===== src/rtl/cam_frame_capture_pkg.sv =====
// Shared types and size helpers for the camera frame capture block.
// Frame geometry is derived here so parent and bench agree on it.
package cam_frame_capture_pkg;

  typedef enum logic [2:0] {
    IDLE,
    ARM,
    SYNC,
    CAPTURE,
    DONE
  } state_t;

  function automatic int log2(input int v);
    int r;
    r = 0;
    for (int i = 0; i < 31; i++)
      if ((1 << i) < v) r = i + 1;
    return r;
  endfunction

  function automatic int out_w(input int h, input int hd);
    return h / hd;
  endfunction

  function automatic int out_h(input int v, input int vd);
    return v / vd;
  endfunction

  function automatic int out_n(input int h, input int v,
                               input int hd, input int vd);
    return out_w(h, hd) * out_h(v, vd);
  endfunction

endpackage


===== src/rtl/cam_frame_capture_byte_pair.sv =====
// Byte pairing: alternates high/low byte while href is high and
// flags the line end plus a dangling odd byte.
module cam_byte_pair (
  input  logic        clk,
  input  logic        reset,
  input  logic        en,
  input  logic [7:0]  dat,
  input  logic        href,
  output logic        pixel_valid,
  output logic [15:0] pixel,
  output logic        line_end,
  output logic        odd_byte
);

  logic       phase;
  logic       href_prev;
  logic [7:0] hi;

  always_ff @(posedge clk or posedge reset) begin
    if (reset) begin
      phase     <= 1'b0;
      href_prev <= 1'b0;
      hi        <= '0;
    end else begin
      href_prev <= href;
      phase     <= en & href & ~phase;
      if (en && href && !phase) hi <= dat;
    end
  end

  assign pixel_valid = en & href & phase;
  assign pixel       = {hi, dat};
  assign line_end    = en & href_prev & ~href;
  assign odd_byte    = line_end & phase;

endmodule


===== src/rtl/cam_frame_capture.sv =====
// Camera frame capture: RGB565 pairing, decimation and linear
// write stream into scratchpad RAM, armed by software.
module cam_frame_capture
  import cam_frame_capture_pkg::*;
#(
  parameter int H_ACTIVE   = 640,
  parameter int V_ACTIVE   = 480,
  parameter int H_DECIM    = 16,
  parameter int V_DECIM    = 16,
  parameter int ADDR_WIDTH = 11
) (
  input  logic                  clk,
  input  logic                  reset,
  input  logic                  start,
  input  logic                  abort,
  input  logic [7:0]            cam_dat,
  input  logic                  cam_href,
  input  logic                  cam_vsync,
  output logic                  busy,
  output logic                  done,
  output logic                  wr_en,
  output logic [ADDR_WIDTH-1:0] wr_addr,
  output logic [15:0]           wr_data,
  output logic                  line_err,
  output logic                  overflow
);

  localparam int OUT_N = out_n(H_ACTIVE, V_ACTIVE, H_DECIM, V_DECIM);
  localparam int CW = $clog2(H_ACTIVE + 1);
  localparam int RW = $clog2(V_ACTIVE + 1);
  localparam int KW = ADDR_WIDTH + 1;
  localparam logic [CW-1:0] HMASK = CW'((1 << log2(H_DECIM)) - 1);
  localparam logic [RW-1:0] VMASK = RW'((1 << log2(V_DECIM)) - 1);

  state_t state, state_next;

  logic          vsync_prev;
  logic          vs_rise;
  logic          vs_fall;
  logic          cap;
  logic [CW-1:0] col_cnt;
  logic [RW-1:0] row_cnt;
  logic [KW-1:0] kept_cnt;
  logic          pix_valid;
  logic [15:0]   pixel;
  logic          line_end;
  logic          odd_byte;
  logic          keep;

  assign vs_rise = cam_vsync & ~vsync_prev;
  assign vs_fall = ~cam_vsync & vsync_prev;
  assign cap     = (state == CAPTURE);

  cam_byte_pair u_pair (
    .clk         (clk),
    .reset       (reset),
    .en          (cap),
    .dat         (cam_dat),
    .href        (cam_href),
    .pixel_valid (pix_valid),
    .pixel       (pixel),
    .line_end    (line_end),
    .odd_byte    (odd_byte)
  );

  // Masks on the low counter bits replace any divide/modulo.
  assign keep = pix_valid
              && (col_cnt < CW'(H_ACTIVE))
              && (row_cnt < RW'(V_ACTIVE))
              && ((col_cnt & HMASK) == '0)
              && ((row_cnt & VMASK) == '0);

  always_comb begin
    state_next = state;
    if (abort && state != IDLE) begin
      state_next = IDLE;
    end else begin
      unique case (state)
        IDLE:    if (start) state_next = ARM;
        ARM:     if (vs_rise) state_next = SYNC;
        SYNC:    if (vs_fall) state_next = CAPTURE;
        CAPTURE: if (vs_rise) state_next = DONE;
        DONE:    state_next = IDLE;
        default: state_next = IDLE;
      endcase
    end
  end

  always_ff @(posedge clk or posedge reset) begin
    if (reset) state <= IDLE;
    else       state <= state_next;
  end

  always_ff @(posedge clk or posedge reset) begin
    if (reset) begin
      vsync_prev <= 1'b1;
      busy       <= 1'b0;
      done       <= 1'b0;
      wr_en      <= 1'b0;
      wr_addr    <= '0;
      wr_data    <= '0;
      line_err   <= 1'b0;
      overflow   <= 1'b0;
      col_cnt    <= '0;
      row_cnt    <= '0;
      kept_cnt   <= '0;
    end else begin
      vsync_prev <= cam_vsync;
      done       <= (state_next == DONE);
      busy       <= (state_next == ARM) || (state_next == SYNC)
                 || (state_next == CAPTURE);
      wr_en      <= 1'b0;
      if (state == IDLE && start) begin
        line_err <= 1'b0;
        overflow <= 1'b0;
        wr_addr  <= '0;
        col_cnt  <= '0;
        row_cnt  <= '0;
        kept_cnt <= '0;
      end else if (cap) begin
        if (odd_byte) line_err <= 1'b1;
        if (line_end && col_cnt != '0) begin
          col_cnt <= '0;
          if (row_cnt < RW'(V_ACTIVE)) row_cnt <= row_cnt + 1'b1;
        end else if (pix_valid && col_cnt < CW'(H_ACTIVE)) begin
          col_cnt <= col_cnt + 1'b1;
        end
        if (keep && !abort) begin
          if (kept_cnt < KW'(OUT_N)) begin
            wr_en    <= 1'b1;
            wr_data  <= pixel;
            wr_addr  <= kept_cnt[ADDR_WIDTH-1:0];
            kept_cnt <= kept_cnt + 1'b1;
          end else begin
            overflow <= 1'b1;
          end
        end
      end
    end
  end

endmodule


===== config.mk =====
export PLATFORM = sky130hd
export DESIGN_NAME = cam_frame_capture
export DESIGN_NICKNAME = d
export VERILOG_FILES = /design/src/rtl/cam_frame_capture_pkg.sv /design/src/rtl/cam_frame_capture_byte_pair.sv /design/src/rtl/cam_frame_capture.sv
export SDC_FILE = /design/constraint.sdc
export NUM_CORES = 1
export LEC_CHECK = 0
export BUFFER_PORTS_ARGS = -buffer_cell sky130_fd_sc_hd__buf_4
export CAP_MARGIN = 20
export CELL_PAD_IN_SITES_DETAIL_PLACEMENT = 1
export CELL_PAD_IN_SITES_GLOBAL_PLACEMENT = 1
export CORE_MARGIN = 8
export CORE_UTILIZATION = 27
export CTS_BUF_LIST = sky130_fd_sc_hd__clkbuf_4 sky130_fd_sc_hd__clkbuf_8
export DETAILED_ROUTE_END_ITERATION = 8
export HOLD_SLACK_MARGIN = 0.12
export PLACE_DENSITY = 0.59
export SETUP_SLACK_MARGIN = 0.4
export SYNTH_ARGS = -nofsm -noshare
export SYNTH_HDL_FRONTEND = slang
export SYNTH_SLANG_ARGS = --single-unit

===== constraint.sdc =====
create_clock -name clk -period 3.3 [get_ports clk]
set_clock_uncertainty 0.05 [all_clocks]
set_input_delay 0.33 -clock clk [delete_from_list [all_inputs] [get_ports clk]]
set_output_delay 0.33 -clock clk [all_outputs]
set_load 0.02 [all_outputs]

Word level (Yosys, flattened, before mapping). Cells that the tools add are included.

Flip-flop bits (word level): 77. Bits of input ports: 14. Output and inout bits: 32. Logic and storage cells: 107.

$add $sub $neg: 3. $lt $le $gt $ge: 3. Equality and inequality tests: 8. Mux-type cells: 33. Bitwise logic cells: 13. Reductions and logical operators: 32.

Operators by type and width (count): two-way mux 12 bit (4); two-way mux 11 bit (4); two-way mux 10 bit (4); two-way mux 9 bit (4); two-way mux 3 bit (5); adder 12 x 1 -> 12 bit (second input constant) (1); == test 3 x 2 -> 1 bit (second input constant) (4); < comparator 12 x 11 -> 1 bit (second input constant) (1); one-hot mux 3 bit (4 select lines) (1); nonzero test 2 bit (6); two-way mux 1 bit (11); adder 10 x 1 -> 10 bit (second input constant) (1); logical AND 1 bit (10); zero test 10 bit (1); < comparator 10 bit (second input constant) (1); nonzero test 10 bit (1); adder 9 x 1 -> 9 bit (second input constant) (1); zero test 9 bit (1); < comparator 9 bit (second input constant) (1); AND reduction 3 bit (3); AND 1 bit (8); == test 3 x 1 -> 1 bit (second input constant) (2); nonzero test 3 bit (2); inverter 1 bit (5); 7 further kinds (10).

Logic depth before layout (Yosys ltp). Gate-level depths: netlist of the first run.

Depth after elaboration: 11. Mapped depth: 9. Depth with buffers taken out: 7.

By module. Synthesis of the first run repeated with hierarchy kept, for this count alone.

Cells, all modules: 372. Area total of the unflattened synthesis: 3599.7 um^2.

Modules (own cells, without submodules): cam_frame_capture (instances 1, cells an instance 339, area each 3149.3 um^2, sequential area each 1677.9 um^2); cam_byte_pair (instances 1, cells an instance 33, area each 450.4 um^2, sequential area each 250.2 um^2).

Least setup slack after synthesis of the first run. Ideal clock, no wire load.

Path kind: register to register. Start: reg row_cnt[0]. End: reg kept_cnt[5]. Library setup time: 0.078 ns. Arrival time: 2.196 ns. Required time: 3.172 ns. Path slack: 0.976 ns. Cell stages (with the launch flop): 9. Path buffers: 1. Period minus slack after synthesis: 2.324 ns. Cell sequence: dfrtp_1 inv_1 ha_1 nor4b_2 nand3_1 or3_4 buf_6 or4_1 a21oi_1.

Cells in the longest elaborated chain, start to end: 7. Elaborated cells on any way between the ends: 8. Classes of those cells: 1 x order compare; 7 x reduce/logical.

RTL lines: start, declared (line cam_frame_capture.sv:42) `logic [RW-1:0] row_cnt;`; start signal, assigned (line cam_frame_capture.sv:124) `if (row_cnt < RW'(V_ACTIVE)) row_cnt <= row_cnt + 1'b1;`; < comparator 9 bit (line cam_frame_capture.sv:69) `&& (row_cnt < RW'(V_ACTIVE))`; logical AND 1 bit (line cam_frame_capture.sv:69); logical AND 1 bit (line cam_frame_capture.sv:70) `&& ((col_cnt & HMASK) == '0)`; logical AND 1 bit (*) (line cam_frame_capture.sv:71) `&& ((row_cnt & VMASK) == '0);`; logical AND 1 bit (*) (line cam_frame_capture.sv:128) `if (keep && !abort) begin`; nonzero test 2 bit (no source line) (*); AND reduction 3 bit (no source line) (*); end signal, assigned (line cam_frame_capture.sv:133) `kept_cnt <= kept_cnt + 1'b1;`; end, declared (line cam_frame_capture.sv:43) `logic [KW-1:0] kept_cnt;`.

Every way passes the cells marked *; elsewhere a longest branch is shown, timed or not. A chain may end at the register's enable or synchronous reset.

Worst setup path in the final report of the first run.
Start: in abort. End: reg kept_cnt[5].

Cells in the longest elaborated chain, start to end: 4.

RTL lines: start, declared (line cam_frame_capture.sv:15) `input logic abort,`; zero test 1 bit (line cam_frame_capture.sv:128); logical AND 1 bit (line cam_frame_capture.sv:128); nonzero test 2 bit (no source line); AND reduction 3 bit (no source line).

No other way between the ends.

==> flow_summary_export.csv, run 1 <==
group,metric,value,unit
power_and_ir_drop,sequentialPowerShare,0.520,
clock_tree,cts_htree_levels,3,
global_route,track_usage,0.1098,
synthesis,avgSynthCellArea,9.914,um2
global_route,grt_max_degree,46,
synthesis,yosys-top-cells-count,"nand2_1, dfrtp_1, nand3_1, nor2_1, xnor2_1",
sta,setup_viol,0,
clock_tree,cts.repair.resized,0,
critical_path,cp.arrival,3.00,ns
floorplanning,start_util,0.2723,
synthesis,synth-compound-area-share,0.05996,
synthesis,ys.flop_type,"dfrtp_1",
clock_tree,clockBufferDepth,2,
clock_tree,clkSinkCount,77,
sta,hold_viol_final,0,
floorplanning,dieArea,0.01636,mm2
finish,final_nets,419,
global_route,grt-ovfl-total,0,
critical_path,ff2ff_path_depth,7,
clock_tree,post_cts.repair.setup_buffers,0,
sta,whs,0.1406,ns
sta,drv_slew,0,
synthesis,synth_top_area_frac,0.5625,
clock_tree,cts_tree,"built",
synthesis,ys_ff_latch,77,
route,vias,2636,
sta,period_minus_slack,2.774,ns
power_and_ir_drop,p_comb_frac,0.115,
floorplanning,num_rows,41,
power_and_ir_drop,p_int,0.001479,W
sta,period_share,0.8406,
synthesis,synth_fa_ha_area_frac,0.01850,
route,drc,0,
synthesis,synth_most_common_cell,"nand2_1",
synthesis,synth_cells,341,
power_and_ir_drop,clkPwrFrac,0.366,
finish,area_growth,24.76,%
flow_run,drv_cap,0,
hold_path,hold_path_class,"in2reg",
finish,final_util,0.3398,
global_route,grt_pass1_wl,14250,um
finish,drive_above_1_share,0.2005,
critical_path,start_kind,"primary input",
route,viasPerCell,4.576,
critical_path,crit_type,"in2reg",
synthesis,synthMuxAreaShare,0.02961,
sta,fmaxAchievable,0.3605,GHz
floorplanning,die_h,127.9,um
synthesis,async_flop_share,1.000,
route,first_pass_iters,4,
finish,insertedDiodeCount,0,
synthesis,netlist_area,0.003381,mm2
critical_path,timing.rr.start,"row_cnt[0]$_DFFE_PP0P_",
clock_tree,cts_buffers,9,
power_and_ir_drop,power.net_switching,0.0005144,W
synthesis,yosysUniqueCellTypes,43,
synthesis,synth_area_leader_cell,"dfrtp_1",
floorplanning,design.core.area,0.01241,mm2
synthesis,yosysWarnings,0,
placement,port_buffers,45,
clock_tree,clk_pin_slew,0.08,ns
hold_path,min_path_cells,3,
hold_path,holdCritStartpoint,"cam_dat[6]",
critical_path,worstPathMaxFanout,38,
finish,final_cell_count_no_fill,576,
synthesis,synth_top_family_by_area,"simple AND/OR/NAND/NOR gates",
floorplanning,ioPinCount,46,
route,postRouteAntennaNets,0,
placement,hpwl,5771,um
placement,post-place-cells,553,
global_route,antenna_found_initial,0,
route,wl_per_cell,14.61,um
power_and_ir_drop,power_switching_share,0.2581,
clock_tree,insertion_delay,0.35,ns
critical_path,r2r_end,"kept_cnt[5]$_DFFE_PP0P_",
finish,final_cell_area,0.004218,mm2
route,drtIter0Drc,120,
global_route,grt_pass1_vias,2839,
power_and_ir_drop,vdd_drop_max,0.1939,mV
synthesis,synthSimpleGateAreaFrac,0.2620,
critical_path,rrSetupSlack,0.58,ns
sta,slew_headroom,0.5181,
clock_tree,cts-root-buf,"clkbuf_8",
placement,gp_congestion,0.7383,
power_and_ir_drop,powerDensity,472.6,mW/mm2
run_status,status,"complete, no violations",
power_and_ir_drop,leakage,2.043,nW
route,routed_wl,8414,um
synthesis,synth_nets,360,
critical_path,critical_path_required,3.53,ns
sta,rsz0062_at_grt,"false",
sta,fin_setup_tns,0,ns
critical_path,endpoint_kind,"flop",
synthesis,yosys-top-cells-area,"dfrtp_1, nand2_1, nand3_1",
floorplanning,die_x,127.9,um
sta,worst_pin_slew,0.7218,ns
synthesis,synth_xor_area_frac,0.03627,
hold_path,hold_path_end,"wr_data[6]$_DFFE_PP0P_",
placement,dpl_cell_area,0.003939,mm2
synthesis,ys_seq_area_frac,0.5703,
synthesis,synth-edff-count,0,
==> worst max-delay path: stages <==
cell and delay [ns]:
dlygate4sd3_1 0.54, buf_4 0.16, nor4b_2 0.29, nand3_1 0.31, or3_4 0.64, or4_1 0.56
a21oi_1 0.15
==> worst max-delay path by stage <==
| stage | start | to | slack, ns |
|---|---|---|---|
| 3_3_place_gp | row_cnt[0]$_DFFE_PP0P_ | kept_cnt[5]$_DFFE_PP0P_ | 0.68 |
| 5_1_grt | abort | kept_cnt[9]$_DFFE_PP0P_ | 0.41 |
| 6_report | abort | kept_cnt[5]$_DFFE_PP0P_ | 0.53 |
| 4_1_cts | abort | kept_cnt[5]$_DFFE_PP0P_ | 0.56 |
| 3_5_place_dp | row_cnt[0]$_DFFE_PP0P_ | kept_cnt[5]$_DFFE_PP0P_ | 0.58 |
| 2_1_floorplan | reset | busy$_DFF_PP0_ | 0.95 |
==> timing repair <==
item                                   in CTS  in global routing
setup endpoints to repair                   0                  0
hold buffers                                8                  0
endpoints found under the hold margin      40                  0
==> final cells by class <==
class,instances,area (um2)
Fill cell,1476,8197
Sequential cell,77,1928
Multi-Input combinational cell,245,1374
Timing Repair Buffer,58,467.9
Tap cell,172,215.2
Clock buffer,11,151.4
Clock inverter,4,47.55
Inverter,9,33.78
==> power groups by stage <==
stage	Clock (W)	Combinational, W	Sequential [W]
2_1_floorplan	0	0.000136	0.00106
3_3_place_gp	0	0.000222	0.00105
3_5_place_dp	0	0.000230	0.00106
4_1_cts	0.000761	0.000238	0.00104
5_1_grt	0.000799	0.000257	0.00104
6_report	0.000729	0.000229	0.00104
==> per-stage QoR <==
step	power [W]	setup slack, ns
detailed placement	0.001285	0.5826
floorplan	0.001193	0.9550
CTS	0.002035	0.5582
global route	0.002100	0.4085
global placement	0.001275	0.6809
finish	0.001993	0.5260
==> sequential cells by signal, summed over array words and instances (netlist names), 3 cells and up <==
| register | flops |
|---|---|
| state | 3 |
| wr_data | 16 |
| u_pair.hi | 8 |
| kept_cnt | 12 |
| wr_addr | 11 |
| row_cnt | 9 |
| col_cnt | 10 |
==> metal layers <==
layer / wire length (um) / part of all wire / track usage
met5: 0 / 0 / 0
met1: 3876 / 0.46 / 0.1340
met4: 127 / 0.015 / 0.04196
met3: 446 / 0.053 / 0.03827
met2: 3965 / 0.47 / 0.1742
==> cells by family after synthesis <==
family	count (synthesis)
flops	77
compound gates	31
simple gates	186
buf+inv	19
fa+ha+maj	5
xor+xnor	14
mux	9
==> layout by cell type, fill, tap and decap left out, drive strengths merged, types with 2 or more instances in the layout <==
cell	n
o21a	2
or2	2
mux2	8
nor3	8
nor4	7
or4	5
xnor2	10
nor2b	3
clkbuf	11
nand2	90
inv	9
nor3b	2
nand3b	3
dfrtp	76
and4	2
or3	3
nand3	25
nand4	8
nor2	23
o31ai	6
buf	50
xor2	4
dlygate4sd3	8
ha	5
clkinv	2
o211ai	3
o21ai	5
a21oi	9
(Power assumes the default switching activity.)
==> run 2, diff against run 1 <==
--- a/config.mk
+++ b/config.mk
@@ -14,7 +14,7 @@
 export CTS_BUF_LIST = sky130_fd_sc_hd__clkbuf_4 sky130_fd_sc_hd__clkbuf_8
 export DETAILED_ROUTE_END_ITERATION = 8
 export HOLD_SLACK_MARGIN = 0.12
-export PLACE_DENSITY = 0.59
+export PLACE_DENSITY = 0.61
 export SETUP_SLACK_MARGIN = 0.4
 export SYNTH_ARGS = -nofsm -noshare
 export SYNTH_HDL_FRONTEND = slang
==> constraint.sdc (replaced) <==
create_clock -name clk -period 2.4 [get_ports clk]
set_clock_uncertainty 0.05 [all_clocks]
set_input_delay 0.24 -clock clk [delete_from_list [all_inputs] [get_ports clk]]
set_output_delay 0.24 -clock clk [all_outputs]
set_load 0.02 [all_outputs]
==> flow_summary_export.csv, run 2 (synthesized netlist as in run 1, its figures left out) <==
group,metric,value,unit
run_status,status,"complete, no violations",
route,viasPerCell,4.624,
global_route,antenna_found_initial,0,
sta,drv_slew,0,
sta,slew_headroom,0.6499,
clock_tree,cts_buffers,9,
clock_tree,clk_pin_slew,0.09,ns
finish,area_growth,36.57,%
floorplanning,die_x,127.9,um
route,vias,2793,
critical_path,worstPathMaxFanout,3,
hold_path,holdCritStartpoint,"abort",
global_route,grt_pass1_wl,14630,um
critical_path,r2r_end,"kept_cnt[9]$_DFFE_PP0P_",
critical_path,timing.rr.start,"kept_cnt[5]$_DFFE_PP0P_",
clock_tree,clkSinkCount,77,
route,routed_wl,8667,um
floorplanning,ioPinCount,46,
global_route,grt_max_degree,57,
route,first_pass_iters,4,
route,wl_per_cell,14.35,um
floorplanning,start_util,0.2723,
floorplanning,num_rows,41,
placement,gp_congestion,0.7717,
finish,final_nets,446,
finish,n_fill_cell,1421,
sta,period_minus_slack,2.094,ns
finish,insertedDiodeCount,0,
finish,final_cell_mix,"nand2_1, dfrtp_1, buf_4",
global_route,grt-ovfl-total,0,
clock_tree,cts_tree,"built",
floorplanning,design.core.area,0.01241,mm2
finish,reg.largest.list,"wr_data (16), kept_cnt (12), wr_addr (11)",
critical_path,ff2ff_path_depth,5,
clock_tree,insertion_delay,0.34,ns
power_and_ir_drop,powerDensity,585.3,mW/mm2
route,drc,0,
critical_path,critical_path_required,2.63,ns
finish,layout_commonest_cell,"nand2_1",
global_route,track_usage,0.1114,
critical_path,startpoint,"kept_cnt[5]$_DFFE_PP0P_",
floorplanning,dieArea,0.01636,mm2
sta,period_share,0.8724,
clock_tree,cts_htree_levels,3,
sta,fin_setup_tns,0,ns
floorplanning,die_h,127.9,um
sta,rsz0062_at_grt,"true",
critical_path,start_kind,"flop",
finish,drive_above_1_share,0.3032,
placement,port_buffers,45,
hold_path,min_path_cells,3,
sta,whs,0.2059,ns
finish,largest_reg_flops,16,
route,postRouteAntennaNets,0,
hold_path,hold_path_class,"in2reg",
placement,hpwl,5754,um
sta,setup_viol,0,
clock_tree,clockBufferDepth,2,
critical_path,setup.worst_path.end,"kept_cnt[9]$_DFFE_PP0P_",
flow_run,drv_cap,0,
finish,regMostFlops,"wr_data",
global_route,grt_pass1_vias,2998,
clock_tree,cts-root-buf,"clkbuf_8",
power_and_ir_drop,leakage,2.224,nW
route,drtIter0Drc,93,
sta,fmaxAchievable,0.4776,GHz
critical_path,endpoint_kind,"flop",
sta,worst_pin_slew,0.5232,ns
critical_path,rrSetupSlack,0.31,ns
placement,dpl_cell_area,0.004014,mm2
critical_path,cp.arrival,2.32,ns
power_and_ir_drop,vdd_drop_max,0.1871,mV
sta,hold_viol_final,0,
critical_path,crit_type,"reg2reg",
finish,final_cell_area,0.004617,mm2
run 2: changes by cell type in the layout (fill, tap and decap cells not counted), moves of 3 or more:
| cell | delta |
|---|---|
| a21oi_2 | +4 |
| nand3_1 | -9 |
| a21oi_1 | -4 |
| buf_8 | +3 |
| nand3_2 | +6 |
| dlygate4sd3_1 | +4 |
| nand3_4 | +3 |
| buf_4 | +19 |
run 2: stage by stage:
stage                     total power, W  std cells  worst slack, ns    util
after floorplan                 0.001642        341           0.1661       -
after global placement          0.001768        559           0.2766  0.3233
after detailed placement        0.001777        559           0.1874  0.3233
after CTS                       0.002732        599           0.3057  0.3577
after global routing            0.002853        604           0.2348  0.3719
final                           0.002702        604           0.3062  0.3719
run 2: cell type report:
| class | instances | area, um2 | area share |
|---|---|---|---|
| Sequential cell | 77 | 1931 | 0.4182 |
| Multi-Input combinational cell | 245 | 1543 | 0.3341 |
| Timing Repair Buffer | 85 | 706.9 | 0.1531 |
| Tap cell | 172 | 215.2 | 0.04661 |
| Clock buffer | 10 | 137.6 | 0.02981 |
| Clock inverter | 6 | 46.29 | 0.01003 |
| Inverter | 9 | 37.54 | 0.008130 |
run 2: worst min path at each step:
stage                                          to
after floorplan              vsync_prev$_DFF_PP1_
after global placement     wr_data[6]$_DFFE_PP0P_
after detailed placement  wr_data[15]$_DFFE_PP0P_
after CTS                      state[0]$_DFF_PP0_
after global routing           state[0]$_DFF_PP0_
final                          state[0]$_DFF_PP0_
run 2: power by group:
part | leakage [nW] | switching [W] | total, W | internal [W]
clock network | 0.0893 | 0.000511 | 0.000922 | 0.000411
logic | 1.08 | 0.000207 | 0.000354 | 0.000147
registers | 1.05 | 0.0000485 | 0.00143 | 0.00138
run 2: per-layer routing:
layer | vias up | wire length, um | GRT usage
met4 | 0 | 105 | 0.03916
met3 | 8 | 279 | 0.02579
met1 | 1405 | 3909 | 0.1343
met2 | 36 | 4373 | 0.1901
li1 | 1344 | - | -
met5 | - | 0 | 0
run 2: worst max-delay path, cell delays in order (launching register included):
cell and delay (ns):
dfrtp_1 0.41, a21o_1 0.20, a311o_1 0.33, or3_4 0.39, or4_4 0.52, a21oi_2 0.12
run 2: what timing repair did:
item / 4_1_cts / 5_1_grt
resized for setup: 10 / 28
cloned: 0 / 0
pin swaps: 6 / 11
endpoints found under the setup margin: 32 / 43
hold endpoints to repair: 42 / 0
setup buffers: 12 / 5
hold buffers: 12 / 0
